<file path="src/rtl/dmem_ctrl_if.sv">
// dmem_ctrl_if: valid/ready data bus between dmem_ctrl (master) and data memory (slave).
interface dmem_ctrl_if #(parameter int XLEN = 32);
    logic            req_v;
    logic            req_rdy;
    logic [XLEN-1:0] req_adr;
    logic            req_we;
    logic [3:0]      req_be;
    logic [XLEN-1:0] req_wdata;
    logic            rsp_v;
    logic [XLEN-1:0] rsp_rdata;
    modport master (output req_v, req_adr, req_we, req_be, req_wdata, input req_rdy, rsp_v, rsp_rdata);
    modport slave (input req_v, req_adr, req_we, req_be, req_wdata, output req_rdy, rsp_v, rsp_rdata);
endinterface

</file>
<file path="src/rtl/dmem_ctrl.sv">
// dmem_ctrl: runs execute's load/store on the data bus, one access in flight, stalling until done.
module dmem_ctrl #(parameter int XLEN = 32) (
    input  logic            clk,
    input  logic            reset_n,
    input  logic            adr_v_i,
    input  logic [XLEN-1:0] adr_i,
    input  logic            is_store_i,
    input  logic [XLEN-1:0] store_data_i,
    input  logic [2:0]      access_size_i,
    output logic [XLEN-1:0] load_data_o,
    output logic            stall_o,
    output logic            misalign_o,
    dmem_ctrl_if.master     bus
);
    typedef enum logic [1:0] {IDLE, REQ, RSP} state_t;
    state_t state, state_nxt;
    logic legal, accept;
    logic [1:0] adr_lo_q;
    logic [2:0] size_q;
    logic [3:0] be;
    logic [XLEN-1:0] wdata, mask;
    always_comb begin
        legal = (access_size_i == 3'b001) |
                (access_size_i == 3'b010 & ~adr_i[0]) |
                (access_size_i == 3'b100 & adr_i[1:0] == 2'b00);
        accept = state == IDLE & adr_v_i & legal;
        be = access_size_i[0] ? 4'b0001 << adr_i[1:0] : access_size_i[1] ? 4'b0011 << adr_i[1:0] : 4'b1111;
        wdata = access_size_i[0] ? {4{store_data_i[7:0]}} : access_size_i[1] ? {2{store_data_i[15:0]}} : store_data_i;
        mask = size_q[0] ? XLEN'(32'hFF) : size_q[1] ? XLEN'(32'hFFFF) : '1;
    end
    always_ff @(posedge clk or negedge reset_n)
        if (!reset_n) state <= IDLE;
        else state <= state_nxt;
    always_comb begin
        state_nxt = state;
        case (state)
            IDLE: state_nxt = accept ? REQ : IDLE;
            REQ:  state_nxt = bus.req_rdy ? RSP : REQ;
            RSP:  state_nxt = bus.rsp_v ? IDLE : RSP;
            default: state_nxt = IDLE;
        endcase
    end
    always_comb begin
        bus.req_v = state == REQ;
        stall_o = accept | state == REQ | (state == RSP & ~bus.rsp_v);
        misalign_o = state == IDLE & adr_v_i & ~legal;
        // stores complete on the same rsp_v but return no data
        load_data_o = (state == RSP & bus.rsp_v & ~bus.req_we) ? (bus.rsp_rdata >> {adr_lo_q, 3'b000}) & mask : '0;
    end
    always_ff @(posedge clk or negedge reset_n)
        if (!reset_n) begin
            adr_lo_q      <= '0;
            size_q        <= '0;
            bus.req_adr   <= '0;
            bus.req_we    <= 1'b0;
            bus.req_be    <= '0;
            bus.req_wdata <= '0;
        end else if (accept) begin
            adr_lo_q      <= adr_i[1:0];
            size_q        <= access_size_i;
            bus.req_adr   <= {adr_i[XLEN-1:2], 2'b00};
            bus.req_we    <= is_store_i;
            bus.req_be    <= be;
            bus.req_wdata <= wdata;
        end
endmodule
</file>
<file path="src/flat_wrapper.sv">
// flat-port wrapper written by rule: the top's interface ports become plain ports
module dmem_ctrl_flat 
#(parameter int XLEN = 32)
  (clk, reset_n, adr_v_i, adr_i, is_store_i, store_data_i, access_size_i, load_data_o, stall_o, misalign_o, bus_req_v, bus_req_adr, bus_req_we, bus_req_be, bus_req_wdata, bus_req_rdy, bus_rsp_v, bus_rsp_rdata);
  dmem_ctrl_if #(.XLEN(XLEN)) bus_i ();
  input  logic clk;
  input  logic reset_n;
  input  logic adr_v_i;
  input  logic [XLEN-1:0] adr_i;
  input  logic is_store_i;
  input  logic [XLEN-1:0] store_data_i;
  input  logic [2:0] access_size_i;
  output logic [XLEN-1:0] load_data_o;
  output logic stall_o;
  output logic misalign_o;
  output wire logic [$bits(bus_i.req_v)-1:0] bus_req_v;
  output wire logic [$bits(bus_i.req_adr)-1:0] bus_req_adr;
  output wire logic [$bits(bus_i.req_we)-1:0] bus_req_we;
  output wire logic [$bits(bus_i.req_be)-1:0] bus_req_be;
  output wire logic [$bits(bus_i.req_wdata)-1:0] bus_req_wdata;
  input wire logic [$bits(bus_i.req_rdy)-1:0] bus_req_rdy;
  input wire logic [$bits(bus_i.rsp_v)-1:0] bus_rsp_v;
  input wire logic [$bits(bus_i.rsp_rdata)-1:0] bus_rsp_rdata;
  assign bus_req_v = bus_i.req_v;
  assign bus_req_adr = bus_i.req_adr;
  assign bus_req_we = bus_i.req_we;
  assign bus_req_be = bus_i.req_be;
  assign bus_req_wdata = bus_i.req_wdata;
  assign bus_i.req_rdy = bus_req_rdy;
  assign bus_i.rsp_v = bus_rsp_v;
  assign bus_i.rsp_rdata = bus_rsp_rdata;
  dmem_ctrl #(.XLEN(XLEN)) u_core (.clk(clk), .reset_n(reset_n), .adr_v_i(adr_v_i), .adr_i(adr_i), .is_store_i(is_store_i), .store_data_i(store_data_i), .access_size_i(access_size_i), .load_data_o(load_data_o), .stall_o(stall_o), .misalign_o(misalign_o), .bus(bus_i));
endmodule
</file>
<file path="config.mk">
export PLATFORM = sky130hd
export DESIGN_NAME = dmem_ctrl_flat
export DESIGN_NICKNAME = d
export VERILOG_FILES = /design/src/rtl/dmem_ctrl_if.sv /design/src/rtl/dmem_ctrl.sv /design/src/flat_wrapper.sv
export SDC_FILE = /design/constraint.sdc
export NUM_CORES = 1
export LEC_CHECK = 0
export BUFFER_PORTS_ARGS = -buffer_cell sky130_fd_sc_hd__buf_2
export CORE_MARGIN = 10
export CORE_UTILIZATION = 49
export DETAILED_ROUTE_END_ITERATION = 7
export PLACE_DENSITY_LB_ADDON = 0.1
export SYNTH_ARGS = -nofsm -noshare
export SYNTH_HDL_FRONTEND = slang
export SYNTH_SLANG_ARGS = --single-unit
</file>
<file path="constraint.sdc">
create_clock -name clk -period 3.3 [get_ports clk]
set_clock_uncertainty 0.15 [all_clocks]
set_input_delay 0.165 -clock clk [delete_from_list [all_inputs] [get_ports clk]]
set_output_delay 0.165 -clock clk [all_outputs]
set_load 0.02 [all_outputs]
</file>
==> results of run 1 <==
-- state kept, by name (all words and copies together), names as in the netlist --
register and flops:
u_core.bus.req_wdata 32, u_core.bus.req_adr 30, u_core.bus.req_be 4, u_core.adr_lo_q 2, u_core.size_q 2, u_core.state 2, u_core.bus.req_we 1
-- cells by family after synthesis --
logic type / synth area share, %
flops: 47.3
simple gates: 8.64
buf+inv: 4.79
other cells: 0.0970
fa+ha+maj: 1.29
compound gates: 9.58
mux: 28.3
-- what timing repair did --
action	in CTS	in global routing
resized for setup	0	0
hold buffers	42	0
hold endpoints to repair	115	0
-- power groups by stage --
stage	Combinational, mW	Sequential (mW)	Clock, mW
6_report	1.45	1.36	0.793
5_1_grt	1.57	1.41	0.856
4_1_cts	1.48	1.36	0.808
3_5_place_dp	1.43	1.38	0
3_3_place_gp	1.40	1.36	0
2_1_floorplan	0.533	1.73	0
-- worst register-to-register path: stages (launching register included) --
cell	delay, ns
dfrtp_1	0.40
or3b_2	0.57
a31oi_4	0.18
buf_4	0.48
mux2_2	0.43
-- cells in the mapped netlist --
master,instances
a211oi_1,16
a21o_1,2
a21oi_1,3
a2bb2oi_1,11
a31oi_4,1
and2_1,8
buf_1,3
buf_2,1
buf_4,9
clkbuf_1,12
conb_1,1
dfrtp_1,73
ha_1,4
inv_1,15
mux2_1,65
mux2_2,10
mux2i_1,25
nand2_1,8
nand2b_1,1
nand3_1,1
nand3b_1,2
nand4bb_1,1
nor2_1,21
nor2b_1,10
nor3_1,1
nor3b_1,1
nor4b_1,1
o21ai_0,16
o22ai_1,1
o2bb2ai_1,1
o31ai_1,1
or3_1,1
or3b_2,3
or4b_1,1
or4bb_1,1
-- layout make-up --
type | instances | share of cell area (%)
Clock buffer | 12 | 2.78
Clock inverter | 4 | 1.32
Inverter | 15 | 1.01
Tap cell | 102 | 2.28
Timing Repair Buffer | 253 | 26.7
Multi-Input combinational cell | 219 | 33.2
Sequential cell | 73 | 32.7
-- metal layers --
layer / up-vias / GRT usage (%)
met4: 0 / 6.12
li1: 1649 / -
met2: 146 / 34.7
met5: - / 0
met1: 1624 / 21.3
met3: 15 / 7.67
-- how the worst max path moves through the flow --
| stage | slack, ns | to |
|---|---|---|
| finish | 0.24 | stall_o |
| global placement | 0.84 | u_core.bus.req_adr[9]$_DFFE_PN0P_ |
| floorplan | 1.25 | u_core.adr_lo_q[0]$_DFFE_PN0P_ |
| CTS | 0.20 | stall_o |
| global route | 0.10 | stall_o |
| detailed placement | 0.76 | u_core.bus.req_adr[9]$_DFFE_PN0P_ |
-- through the flow --
step           cell area, µm²  hold WS [ns]  worst slack, ns
3_3_place_gp             4940         0.202            0.845
6_report                 5590       0.00886            0.236
4_1_cts                  5590       0.00417            0.203
5_1_grt                  5590       0.00785            0.104
2_1_floorplan            3870        -0.281             1.25
3_5_place_dp             4940         0.206            0.758
==> summary.json, run 1 <==
{
  "synth.lib_cells_used.distinct": {"value": 35},
  "route.detailed.drc": {"value": 0},
  "firstDrtPassIters": {"value": 4},
  "rsz0062_at_grt": {"value": "no"},
  "finalHoldViolations": {"value": 0},
  "cp_common_cell": {"value": "buf_2"},
  "status": {"value": "completed"},
  "min-delay-start": {"value": "adr_i[0]"},
  "die_h": {"value": 109, "unit": "µm"},
  "cells_on_worst_reg2reg_path": {"value": 4},
  "routed-wl-met3": {"value": 1310, "unit": "µm"},
  "pin_count": {"value": 209},
  "tritoncts_num_sinks": {"value": 73},
  "timing.critical_path.buf_inv": {"value": 5},
  "clock.fmax": {"value": 326, "unit": "MHz"},
  "max_cap_violations": {"value": 0},
  "post_synth_main_area_contributors": {"value": "dfrtp_1, mux2_1, mux2i_1, a211oi_1, mux2_2"},
  "critical_path.cell_chain": {"value": "dlygate4sd3_1 -> buf_2 -> inv_1 -> ha_1 -> or4bb_1 -> a31oi_4 -> buf_4 -> or3_1 -> buf_2"},
  "proportion_of_power_drawn_by_combinational_gates": {"value": 40.3, "unit": "%"},
  "antennaDiodeCount": {"value": 0},
  "totalWireLength": {"value": 11900, "unit": "µm"},
  "layout.cells.most_common_list": {"value": "buf_2, dfrtp_1, mux2_1, dlygate4sd3_1, mux2i_1"},
  "totalNegativeSetupSlack": {"value": 0, "unit": "ns"},
  "grtUsageTotal": {"value": 19.7, "unit": "%"},
  "vdd_ir_drop_max": {"value": 0.398, "unit": "mV"},
  "critical_path.endpoint_type": {"value": "primary output"},
  "syn-cell-area": {"value": 3860, "unit": "µm²"},
  "worstHoldPathCells": {"value": 2},
  "critical_path.max_stage_delay": {"value": 0.57, "unit": "ns"},
  "root_buffer": {"value": "clkbuf_8"},
  "multi_input_comb_area": {"value": 1860, "unit": "µm²"},
  "fp.dieArea": {"value": 11800, "unit": "µm²"},
  "synthDominantAreaCellType": {"value": "dfrtp_1"},
  "fp.coreArea": {"value": 7690, "unit": "µm²"},
  "port_buffers": {"value": 206},
  "detail_route.wl_per_cell": {"value": 17.6, "unit": "µm"},
  "most_common_library_cell_in_the_layout_ignoring_fill_and_taps": {"value": "buf_2"},
  "place_hpwl": {"value": 9030, "unit": "µm"},
  "sw_frac_of_total": {"value": 37.2, "unit": "%"},
  "final_layout_size_suffix_gt1_share": {"value": 41.7, "unit": "%"},
  "avgSynthCellArea": {"value": 11.7, "unit": "µm²"},
  "r2r_end": {"value": "u_core.bus.req_adr[9]$_DFFE_PN0P_"},
  "finalCoreUtilization": {"value": 72.7, "unit": "%"},
  "clock_tree.htree_level_count": {"value": 3},
  "vias_after_detailed_routing": {"value": 3434},
  "grt_max_degree": {"value": 74},
  "cp-startpoint": {"value": "adr_i[1]"},
  "highest-signal-layer": {"value": "met4"},
  "clk_pin_slew_worst_paths": {"value": 0.07, "unit": "ns"},
  "synth_sequential_area_ratio": {"value": 47.3, "unit": "%"},
  "overflow": {"value": 0},
  "power.internal": {"value": 2.26, "unit": "mW"},
  "finalSetupViolCount": {"value": 0},
  "area_grow_syn2layout": {"value": 44.6, "unit": "%"},
  "stdcell_count": {"value": 678},
  "initial_antenna_violation_count": {"value": 0},
  "total_power": {"value": 3.61, "unit": "mW"},
  "ant_nets": {"value": 0},
  "routabilityCongestion": {"value": 0.893},
  "final.fill_count": {"value": 589},
  "register_area": {"value": 1830, "unit": "µm²"},
  "place_inst": {"value": 620},
  "routedLengthMet1": {"value": 4320, "unit": "µm"},
  "dr.first_iter.drc_count": {"value": 102},
  "synth_cells": {"value": 331},
  "met2WireLength": {"value": 6070, "unit": "µm"},
  "ys_seq_elements": {"value": 73},
  "power.share.sequential": {"value": 37.8, "unit": "%"},
  "post-cts-setup-buffers": {"value": 0},
  "power.net_switching": {"value": 1.34, "unit": "mW"},
  "fin_crit": {"value": 3.06, "unit": "ns"},
  "r2r_setup_slack": {"value": 0.98, "unit": "ns"},
  "critPathLaunchType": {"value": "input pin"},
  "leakagePower": {"value": 2.88, "unit": "nW"},
  "cts_tree": {"value": "yes"},
  "clk_path_buf_depth": {"value": 2},
  "cts_inserted_buffers": {"value": 9},
  "critPathKind": {"value": "in -> out"},
  "start_util": {"value": 50.3, "unit": "%"},
  "wire_length_of_the_first_global_routing_pass": {"value": 18800, "unit": "µm"},
  "crit_fanout": {"value": 43},
  "first_global_vias": {"value": 3674},
  "power.share.clock": {"value": 22.0, "unit": "%"},
  "hold_end": {"value": "u_core.adr_lo_q[0]$_DFFE_PN0P_"},
  "cellPowerDensity": {"value": 646, "unit": "nW/µm²"},
  "die-width": {"value": 109, "unit": "µm"},
  "timing.max_slew.rel_slack": {"value": 18.3, "unit": "%"},
  "worstPathRequired": {"value": 2.98, "unit": "ns"},
  "core.rowCount": {"value": 32},
  "critPathSlowestCell": {"value": "or4bb_1"},
  "hold_path_class": {"value": "in -> reg"},
  "regToRegStartpoint": {"value": "u_core.state[0]$_DFF_PN0_"},
  "timing.critical_path.max_delay_family": {"value": "buffers and inverters"},
  "timing.critical_path.depth": {"value": 9},
  "fin_nets": {"value": 680},
  "clk-insertion-delay-late": {"value": 0.33, "unit": "ns"},
  "cp_data_arrival_time": {"value": 2.75, "unit": "ns"},
  "final_max_slew_viol_count": {"value": 0},
  "ys_warn_count": {"value": 0},
  "detail_route.vias_per_cell": {"value": 5.06},
  "final.period_utilization": {"value": 92.8, "unit": "%"},
  "synth_largest_type_area_fraction": {"value": 47.3, "unit": "%"},
  "max_slew.worst_pin.slew": {"value": 1.21, "unit": "ns"}
}
Note: power is estimated with default switching activity, not from simulation.
==> run 2, diff against run 1 <==
--- a/config.mk
+++ b/config.mk
@@ -8,6 +8,7 @@
 export BUFFER_PORTS_ARGS = -buffer_cell sky130_fd_sc_hd__buf_2
 export CORE_MARGIN = 10
 export CORE_UTILIZATION = 49
+export CTS_BUF_LIST = sky130_fd_sc_hd__clkbuf_16
 export DETAILED_ROUTE_END_ITERATION = 7
 export PLACE_DENSITY_LB_ADDON = 0.1
 export SYNTH_ARGS = -nofsm -noshare
==> summary.json, run 2 (synthesis gave the netlist of run 1 again) <==
{
  "status": {"value": "completed"},
  "clk_pin_slew_worst_paths": {"value": 0.06, "unit": "ns"},
  "clock_tree.htree_level_count": {"value": 3},
  "grt_max_degree": {"value": 74},
  "rsz0062_at_grt": {"value": "no"},
  "final.period_utilization": {"value": 83.3, "unit": "%"},
  "fin_nets": {"value": 679},
  "finalSetupViolCount": {"value": 0},
  "core.rowCount": {"value": 32},
  "layout_top_registers": {"value": "u_core.bus.req_wdata x32, u_core.bus.req_adr x30, u_core.bus.req_be x4"},
  "post-cts-setup-buffers": {"value": 0},
  "finalHoldViolations": {"value": 0},
  "totalNegativeSetupSlack": {"value": 0, "unit": "ns"},
  "port_buffers": {"value": 206},
  "leakagePower": {"value": 2.91, "unit": "nW"},
  "register_containing_the_most_flip_flops_in_the_final_layout": {"value": "u_core.bus.req_wdata"},
  "critPathKind": {"value": "reg -> out"},
  "firstDrtPassIters": {"value": 4},
  "route.detailed.drc": {"value": 0},
  "critPathLaunchType": {"value": "flip-flop"},
  "totalWireLength": {"value": 12200, "unit": "µm"},
  "die_h": {"value": 109, "unit": "µm"},
  "critical_path.endpoint_type": {"value": "primary output"},
  "clock.fmax": {"value": 364, "unit": "MHz"},
  "max_slew.worst_pin.slew": {"value": 1.16, "unit": "ns"},
  "max_cap_violations": {"value": 0},
  "worstHoldPathCells": {"value": 2},
  "dr.first_iter.drc_count": {"value": 91},
  "pin_count": {"value": 209},
  "cts_tree": {"value": "yes"},
  "routabilityCongestion": {"value": 0.893},
  "clk_path_buf_depth": {"value": 2},
  "tritoncts_num_sinks": {"value": 73},
  "fin_crit": {"value": 2.75, "unit": "ns"},
  "start_util": {"value": 50.3, "unit": "%"},
  "most_common_library_cell_in_the_layout_ignoring_fill_and_taps": {"value": "buf_2"},
  "finalCoreUtilization": {"value": 73.6, "unit": "%"},
  "vdd_ir_drop_max": {"value": 0.417, "unit": "mV"},
  "worstPathRequired": {"value": 2.98, "unit": "ns"},
  "fp.coreArea": {"value": 7690, "unit": "µm²"},
  "place_hpwl": {"value": 9030, "unit": "µm"},
  "die-width": {"value": 109, "unit": "µm"},
  "cts_inserted_buffers": {"value": 9},
  "initial_antenna_violation_count": {"value": 0},
  "cellPowerDensity": {"value": 678, "unit": "nW/µm²"},
  "final.setup.worst_slack": {"value": 0.551, "unit": "ns"},
  "vias_after_detailed_routing": {"value": 3446},
  "final_max_slew_viol_count": {"value": 0},
  "cells_on_worst_reg2reg_path": {"value": 4},
  "hold_path_class": {"value": "in -> reg"},
  "grtUsageTotal": {"value": 20.1, "unit": "%"},
  "clk-insertion-delay-late": {"value": 0.32, "unit": "ns"},
  "final_layout_size_suffix_gt1_share": {"value": 41.4, "unit": "%"},
  "antennaDiodeCount": {"value": 0},
  "area_grow_syn2layout": {"value": 46.4, "unit": "%"},
  "detail_route.vias_per_cell": {"value": 5.09},
  "dp_slack": {"value": 0.758, "unit": "ns"},
  "detail_route.wl_per_cell": {"value": 18.0, "unit": "µm"},
  "largest_register_ffs": {"value": 32},
  "cp_data_arrival_time": {"value": 2.43, "unit": "ns"},
  "crit_fanout": {"value": 11},
  "ant_nets": {"value": 0},
  "fp.dieArea": {"value": 11800, "unit": "µm²"},
  "timing.max_slew.rel_slack": {"value": 21.5, "unit": "%"},
  "root_buffer": {"value": "clkbuf_16"},
  "first_global_vias": {"value": 3722},
  "wire_length_of_the_first_global_routing_pass": {"value": 19100, "unit": "µm"},
  "layout.cells.most_common_list": {"value": "buf_2, dfrtp_1, mux2_1, dlygate4sd3_1, mux2i_1"},
  "overflow": {"value": 0}
}
-- run 2: cell types whose count changed in the layout (fill, tap and decap cells not counted) --
cell,before,now
clkbuf_8,11,0
clkbuf_16,0,9
clkinv_1,0,2
clkbuf_1,1,0
dlygate4sd3_1,42,41
inv_1,15,16
-- run 2: path summary, 6_finish.rpt --
kind / from / to / slack, ns
min in group asynchronous: reset_n / u_core.bus.req_adr[11]$_DFFE_PN0P_ / 0.36
min reg2reg: u_core.bus.req_wdata[11]$_DFFE_PN0P_ / u_core.bus.req_wdata[11]$_DFFE_PN0P_ / 0.33
max in group asynchronous: reset_n / u_core.size_q[0]$_DFFE_PN0P_ / 2.04
min: adr_i[1] / u_core.adr_lo_q[1]$_DFFE_PN0P_ / 0.008
max: u_core.state[0]$_DFF_PN0_ / load_data_o[25] / 0.55
max reg2reg: u_core.state[0]$_DFF_PN0_ / u_core.bus.req_adr[9]$_DFFE_PN0P_ / 0.98
-- run 2: layer usage --
metal | global-route usage (%) | part of all wire (%) | routed length [µm] | up-vias
li1 | - | - | - | 1655
met1 | 21.5 | 36 | 4420 | 1644
met2 | 35.8 | 52 | 6270 | 134
met3 | 8.02 | 11 | 1290 | 13
met4 | 6.03 | 1.5 | 177 | 0
met5 | 0 | 0 | 0 | -
-- run 2: critical path, stage by stage (launching register included) --
cell and delay (ns):
dfrtp_1 0.39, nand4bb_1 0.17, buf_4 0.18, nor4b_1 0.94, and2_1 0.25, buf_2 0.17
-- run 2: power by group --
part           internal (mW)  switching [mW]  total, mW
logic                  0.593           0.864       1.46
clock network          0.655           0.361       1.02
registers               1.20           0.162       1.37
-- run 2: timing repair --
action                     4_1_cts  5_1_grt
gates resized for setup          0        0
hold buffers                    41        0
hold endpoints to repair       114        0
setup endpoints to repair        0        0
-- run 2: cell type report --
cell class,count,area (µm²)
clock inverter,7,85.1
inverter,15,56.3
fill,584,2030
tap,102,128
multi-input combinational,219,1860
sequential,73,1830
timing repair buffer,252,1480
clock buffer,9,225
-- run 2: stage by stage --
| step | cells | total power, mW | hold slack (ns) | instance area [µm²] |
|---|---|---|---|---|
| 2_1_floorplan | 332 | 2.26 | -0.281 | 3870 |
| 3_3_place_gp | 620 | 2.76 | 0.202 | 4940 |
| 3_5_place_dp | 620 | 2.81 | 0.206 | 4940 |
| 4_1_cts | 677 | 3.87 | 0.00978 | 5660 |
| 5_1_grt | 677 | 4.06 | 0.0259 | 5660 |
| 6_report | 677 | 3.84 | 0.00825 | 5660 |
